==> src/rtl/jtag_tap_responder.sv <==
// JTAG TAP target running entirely in the system clock domain.
// TCK is oversampled and edge-detected; IR plus IDCODE, BYPASS and user DR.
module jtag_tap_responder #(
  parameter int unsigned         IR_WIDTH      = 5,
  parameter logic [31:0]         IDCODE_VALUE  = 32'h0000_0001,
  parameter int unsigned         USER_DR_WIDTH = 32,
  parameter logic [IR_WIDTH-1:0] IR_IDCODE     = IR_WIDTH'(5'h01),
  parameter logic [IR_WIDTH-1:0] IR_USER       = IR_WIDTH'(5'h10)
) (
  input  logic                     clock,
  input  logic                     resetn,
  input  logic                     tck,
  input  logic                     tms,
  input  logic                     tdi,
  input  logic                     trstn,
  output logic                     tdo,
  output logic                     tdo_oe,
  input  logic [USER_DR_WIDTH-1:0] user_dr_in,
  output logic [USER_DR_WIDTH-1:0] user_dr_out,
  output logic                     user_dr_update,
  output logic [3:0]               tap_state
);

  localparam int unsigned IDCODE_WIDTH = 32;

  typedef enum logic [3:0] {
    TLR      = 4'd0,
    RTI      = 4'd1,
    SEL_DR   = 4'd2,
    CAP_DR   = 4'd3,
    SH_DR    = 4'd4,
    EX1_DR   = 4'd5,
    PAUSE_DR = 4'd6,
    EX2_DR   = 4'd7,
    UPD_DR   = 4'd8,
    SEL_IR   = 4'd9,
    CAP_IR   = 4'd10,
    SH_IR    = 4'd11,
    EX1_IR   = 4'd12,
    PAUSE_IR = 4'd13,
    EX2_IR   = 4'd14,
    UPD_IR   = 4'd15
  } tap_state_t;

  // Synchronizer flops; the third tck stage is the edge-detect reference.
  logic tck_meta, tck_sync, tck_prev;
  logic tms_meta, tms_sync;
  logic tdi_meta, tdi_sync;
  logic trstn_meta, trstn_sync;

  logic tck_rise;
  logic tck_fall;

  tap_state_t state_q;
  tap_state_t state_d;

  logic [IR_WIDTH-1:0]      ir;
  logic [IR_WIDTH-1:0]      ir_sr;
  logic [IDCODE_WIDTH-1:0]  idcode_sr;
  logic                     bypass_sr;
  logic [USER_DR_WIDTH-1:0] user_sr;

  logic cap_ir, sh_ir, upd_ir;
  logic cap_dr, sh_dr, upd_dr;
  logic sel_idcode, sel_user;
  logic dr_bit0;

  always_ff @(posedge clock) begin
    if (!resetn) begin
      tck_meta   <= 1'b0;
      tck_sync   <= 1'b0;
      tck_prev   <= 1'b0;
      tms_meta   <= 1'b0;
      tms_sync   <= 1'b0;
      tdi_meta   <= 1'b0;
      tdi_sync   <= 1'b0;
      trstn_meta <= 1'b1;
      trstn_sync <= 1'b1;
    end else begin
      tck_meta   <= tck;
      tck_sync   <= tck_meta;
      tck_prev   <= tck_sync;
      tms_meta   <= tms;
      tms_sync   <= tms_meta;
      tdi_meta   <= tdi;
      tdi_sync   <= tdi_meta;
      trstn_meta <= trstn;
      trstn_sync <= trstn_meta;
    end
  end

  assign tck_rise = tck_sync & ~tck_prev;
  assign tck_fall = ~tck_sync & tck_prev;

  // Instruction decode: every opcode other than IDCODE/USER selects BYPASS.
  assign sel_idcode = (ir == IR_IDCODE);
  assign sel_user   = (ir == IR_USER);

  always_comb begin
    dr_bit0 = bypass_sr;
    if (sel_idcode) begin
      dr_bit0 = idcode_sr[0];
    end else if (sel_user) begin
      dr_bit0 = user_sr[0];
    end
  end

  // TAP state register.
  always_ff @(posedge clock) begin
    if (!resetn) begin
      state_q <= TLR;
    end else begin
      state_q <= state_d;
    end
  end

  // Next state plus the per-state action strobes fired on the exiting TCK rise.
  always_comb begin
    state_d = state_q;
    cap_ir  = 1'b0;
    sh_ir   = 1'b0;
    upd_ir  = 1'b0;
    cap_dr  = 1'b0;
    sh_dr   = 1'b0;
    upd_dr  = 1'b0;
    if (!trstn_sync) begin
      state_d = TLR;
    end else if (tck_rise) begin
      unique case (state_q)
        TLR:      state_d = tms_sync ? TLR    : RTI;
        RTI:      state_d = tms_sync ? SEL_DR : RTI;
        SEL_DR:   state_d = tms_sync ? SEL_IR : CAP_DR;
        CAP_DR: begin
          cap_dr  = 1'b1;
          state_d = tms_sync ? EX1_DR : SH_DR;
        end
        SH_DR: begin
          sh_dr   = 1'b1;
          state_d = tms_sync ? EX1_DR : SH_DR;
        end
        EX1_DR:   state_d = tms_sync ? UPD_DR : PAUSE_DR;
        PAUSE_DR: state_d = tms_sync ? EX2_DR : PAUSE_DR;
        EX2_DR:   state_d = tms_sync ? UPD_DR : SH_DR;
        UPD_DR: begin
          upd_dr  = 1'b1;
          state_d = tms_sync ? SEL_DR : RTI;
        end
        SEL_IR:   state_d = tms_sync ? TLR    : CAP_IR;
        CAP_IR: begin
          cap_ir  = 1'b1;
          state_d = tms_sync ? EX1_IR : SH_IR;
        end
        SH_IR: begin
          sh_ir   = 1'b1;
          state_d = tms_sync ? EX1_IR : SH_IR;
        end
        EX1_IR:   state_d = tms_sync ? UPD_IR : PAUSE_IR;
        PAUSE_IR: state_d = tms_sync ? EX2_IR : PAUSE_IR;
        EX2_IR:   state_d = tms_sync ? UPD_IR : SH_IR;
        UPD_IR: begin
          upd_ir  = 1'b1;
          state_d = tms_sync ? SEL_DR : RTI;
        end
        default:  state_d = TLR;
      endcase
    end
  end

  // IR path.
  always_ff @(posedge clock) begin
    if (!resetn) begin
      ir    <= IR_IDCODE;
      ir_sr <= '0;
    end else if (!trstn_sync || state_q == TLR) begin
      ir <= IR_IDCODE;
    end else begin
      if (cap_ir) begin
        ir_sr <= IR_WIDTH'(1);
      end
      if (sh_ir) begin
        ir_sr <= {tdi_sync, ir_sr[IR_WIDTH-1:1]};
      end
      if (upd_ir) begin
        ir <= ir_sr;
      end
    end
  end

  // Data registers; only the one selected by the IR captures or shifts.
  always_ff @(posedge clock) begin
    if (!resetn) begin
      idcode_sr      <= '0;
      bypass_sr      <= 1'b0;
      user_sr        <= '0;
      user_dr_out    <= '0;
      user_dr_update <= 1'b0;
    end else begin
      user_dr_update <= 1'b0;
      if (cap_dr) begin
        if (sel_idcode) begin
          idcode_sr <= IDCODE_VALUE;
        end else if (sel_user) begin
          user_sr <= user_dr_in;
        end else begin
          bypass_sr <= 1'b0;
        end
      end
      if (sh_dr) begin
        if (sel_idcode) begin
          idcode_sr <= {tdi_sync, idcode_sr[IDCODE_WIDTH-1:1]};
        end else if (sel_user) begin
          user_sr <= {tdi_sync, user_sr[USER_DR_WIDTH-1:1]};
        end else begin
          bypass_sr <= tdi_sync;
        end
      end
      if (upd_dr && sel_user) begin
        user_dr_out    <= user_sr;
        user_dr_update <= 1'b1;
      end
    end
  end

  // TDO launches on the TCK fall so it is settled well before the next rise.
  always_ff @(posedge clock) begin
    if (!resetn || !trstn_sync) begin
      tdo    <= 1'b0;
      tdo_oe <= 1'b0;
    end else if (tck_fall) begin
      if (state_q == SH_IR) begin
        tdo    <= ir_sr[0];
        tdo_oe <= 1'b1;
      end else if (state_q == SH_DR) begin
        tdo    <= dr_bit0;
        tdo_oe <= 1'b1;
      end else begin
        tdo    <= 1'b0;
        tdo_oe <= 1'b0;
      end
    end
  end

  assign tap_state = state_q;

endmodule

==> config.mk <==
export PLATFORM = sky130hd
export DESIGN_NAME = jtag_tap_responder
export DESIGN_NICKNAME = d
export VERILOG_FILES = /design/src/rtl/jtag_tap_responder.sv
export SDC_FILE = /design/constraint.sdc
export NUM_CORES = 1
export LEC_CHECK = 0
export BUFFER_PORTS_ARGS = -buffer_cell sky130_fd_sc_hd__clkbuf_2
export CAP_MARGIN = 0
export CORE_AREA = 4 4 103 105
export DETAILED_ROUTE_END_ITERATION = 12
export DIE_AREA = 0 0 107 109
export GPL_ROUTABILITY_DRIVEN = 0
export GPL_TIMING_DRIVEN = 0
export PLACE_DENSITY = 0.67
export SYNTH_ARGS = -nofsm -noshare
export SYNTH_HDL_FRONTEND = slang
export SYNTH_SLANG_ARGS = --single-unit
export TNS_END_PERCENT = 30
==> constraint.sdc <==
create_clock -name clock -period 2.8 [get_ports clock]
set_input_delay 0.42 -clock clock [delete_from_list [all_inputs] [get_ports clock]]
set_output_delay 0.42 -clock clock [all_outputs]
set_load 0.01 [all_outputs]
==> flow_summary.json <==
{
  "startpoint_type": "flip-flop",
  "first_iter_violations": 187,
  "synth_most_common_cell": "nand2_1",
  "numCtsBuffers": 17,
  "syn_to_final_growth_pct": 23.6,
  "nets": 711,
  "cts_resized": 0,
  "async_flop_share": 0,
  "die_w_um": 107,
  "status": "finished, final reports clean",
  "viasPerCell": 5.40,
  "r2r_slack_ns": 0.89,
  "hold_depth": 2,
  "rr_worst_depth": 6,
  "fillerInstances": 885,
  "antenna_found_initial": 0,
  "grt_pass1_vias": 4158,
  "synth_top_flop_cell": "dfxtp_1",
  "synth-edff-count": 0,
  "syn_area_per_cell_um2": 8.31,
  "placementRows": 36,
  "coreArea_um2": 9640,
  "clock_latency_ns": 0.51,
  "slew_headroom": 0.558,
  "antenna_left": 0,
  "skew_ns": 0.00636,
  "hp-class": "input pin to flip-flop",
  "dp_hpwl_um": 8310,
  "p_per_area_nw_per_um2": 672,
  "vias": 4420,
  "yosys.cell_types.count": 43,
  "synth_seq_cells": 123,
  "synth.area.top_cells": "dfxtp_1 51%, nand2_1 11%, o21ai_0 7.7%, a31oi_1 4.6%, o22ai_1 4.0%",
  "period_needed_ns": 1.91,
  "yosysTopAreaCell": "dfxtp_1",
  "postCtsHoldBufs": 0,
  "final_util": 0.616,
  "rr_endpoint": "user_sr[18]",
  "crit_path_start": "tap_state[2]",
  "synth_nets": 616,
  "cts_setup_buffers": 0,
  "yosysTopAreaCellShare": 0.513,
  "vdd_ir_drop_max_mv": 0.303,
  "ctsLongestPathBuffers": 2,
  "cts_num_sinks": 123,
  "pin_count": 77,
  "routedWlPerCell_um": 14.4,
  "post-route-period-util": 0.681,
  "drc": 0,
  "crit_arrival_ns": 2.28,
  "cts_tree": "built",
  "setup_tns_ns": 0,
  "grt_use_total": 0.209,
  "hold_viol_final": 0,
  "cts_root_buf": "clkbuf_8",
  "regArea_um2": 2460,
  "power.leakage_nw": 2.17,
  "finalMaxSlewViolations": 0,
  "synthCells": 578,
  "grt_pass1_wl_um": 19600,
  "crit_path_max_fanout": 10,
  "fp.dieH_um": 109,
  "cp.required_ns": 3.17,
  "port_buffers": 76,
  "worstSetupPathType": "flip-flop to flip-flop",
  "rsz0062_at_grt": "false",
  "ys_seq_area_frac": 0.513,
  "synth_common_cells": "141 x nand2_1, 123 x dfxtp_1, 74 x o21ai_0",
  "initial_core_util": 0.498,
  "die_area_um2": 11700,
  "maxCapViolCount": 0,
  "hold_slack_ns": 0.102,
  "r2r_start": "tap_state[2]",
  "drive_gt1_frac": 0.192,
  "overflow": 0,
  "grt_max_degree": 17,
  "htreeDepth": 4,
  "antenna_cells": 0,
  "path_clk_slew_ns": 0.06,
  "routed_wl_um": 11800,
  "setup.worst_path.end": "user_sr[18]",
  "end_kind": "flip-flop",
  "syn_area_um2": 4800,
  "yosys_warnings": 0,
  "worst_pin_slew_ns": 0.657,
  "multi_input_area_um2": 2090,
  "final-setup-viol-count": 0,
  "max_freq_mhz": 525,
  "drt_first_pass_iters": 5
}
layer usage:
metal | wire length [um] | track usage | part of all wire
met5 | 0 | 0 | 0
met4 | 114 | 0.0858 | 0.0096
met3 | 659 | 0.0574 | 0.056
met2 | 5590 | 0.336 | 0.47
met1 | 5470 | 0.268 | 0.46
critical path, stage by stage (launching register included):
cell and delay, ns:
dfxtp_1 0.32, buf_2 0.22, nor4b_4 0.34, nand4_2 0.31
clkbuf_1 0.30, o21ai_0 0.22, a31oi_1 0.06
per-stage QoR:
step	std cells	power [W]	area [um2]	setup slack [ns]
global placement	787	0.00191	5350	0.947
CTS	819	0.00402	5940	0.915
finish	819	0.00399	5940	0.893
floorplan	578	0.00186	4800	1.23
detailed placement	787	0.00191	5350	0.913
global route	819	0.00412	5940	0.712
logic make-up after synthesis:
logic type      Yosys count  share of synthesized area
mux                       1                    0.00208
compound gates          174                      0.210
simple gates            224                      0.219
buf+inv                  54                     0.0534
flops                   123                      0.512
xor+xnor                  2                    0.00365
layout by cell type (no fill, tap or decap), types with 4 or more instances in the layout:
cell type,count
clkbuf_2,76
inv_1,4
nand3_1,35
clkbuf_8,5
nand2_1,141
a31oi_1,35
o22ai_1,31
dfxtp_1,123
buf_6,4
clkinvlp_4,4
clkbuf_1,30
a211oi_1,4
clkbuf_16,16
nand3b_1,4
buf_1,4
nor2_1,7
nor2b_1,6
o21ai_0,74
buf_2,10
a21oi_1,16
and2_1,9
cell type report:
| type | count | area share |
|---|---|---|
| multi-input cells | 401 | 0.351 |
| flip-flops and latches | 123 | 0.415 |
| inverters | 4 | 0.00253 |
| clock inverters | 10 | 0.0192 |
| clock buffers | 22 | 0.0796 |
| repair buffers | 76 | 0.0641 |
| well taps | 133 | 0.0280 |
| plain buffers | 50 | 0.0407 |
how the worst min path moves through the flow:
stage	from	end	slack (ns)
2_1_floorplan	trstn_meta	trstn_sync	0.39
3_3_place_gp	trstn_meta	trstn_sync	0.40
3_5_place_dp	trstn_meta	trstn_sync	0.41
4_1_cts	trstn	trstn_meta	0.08
5_1_grt	trstn	trstn_meta	0.1
6_report	trstn	trstn_meta	0.10
sequential cells by signal, indices dropped and copies added (netlist names):
signal and count:
trstn_sync 1, user_sr 32, tap_state 4, tdo 1, tms_sync 1, user_dr_update 1, tdi_sync 1, idcode_sr 32
tck_prev 1, tms_meta 1, tck_sync 1, tck_meta 1, user_dr_out 32, trstn_meta 1, tdo_oe 1, ir 5
bypass_sr 1, tdi_meta 1, ir_sr 5
where the power goes:
part | switching, W | internal [W] | leakage (nW)
Clock | 0.000760 | 0.00136 | 0.279
Combinational | 0.0000677 | 0.0000421 | 0.901
Sequential | 0.00000509 | 0.00176 | 0.992
Power figures use the tool's default switching activity.
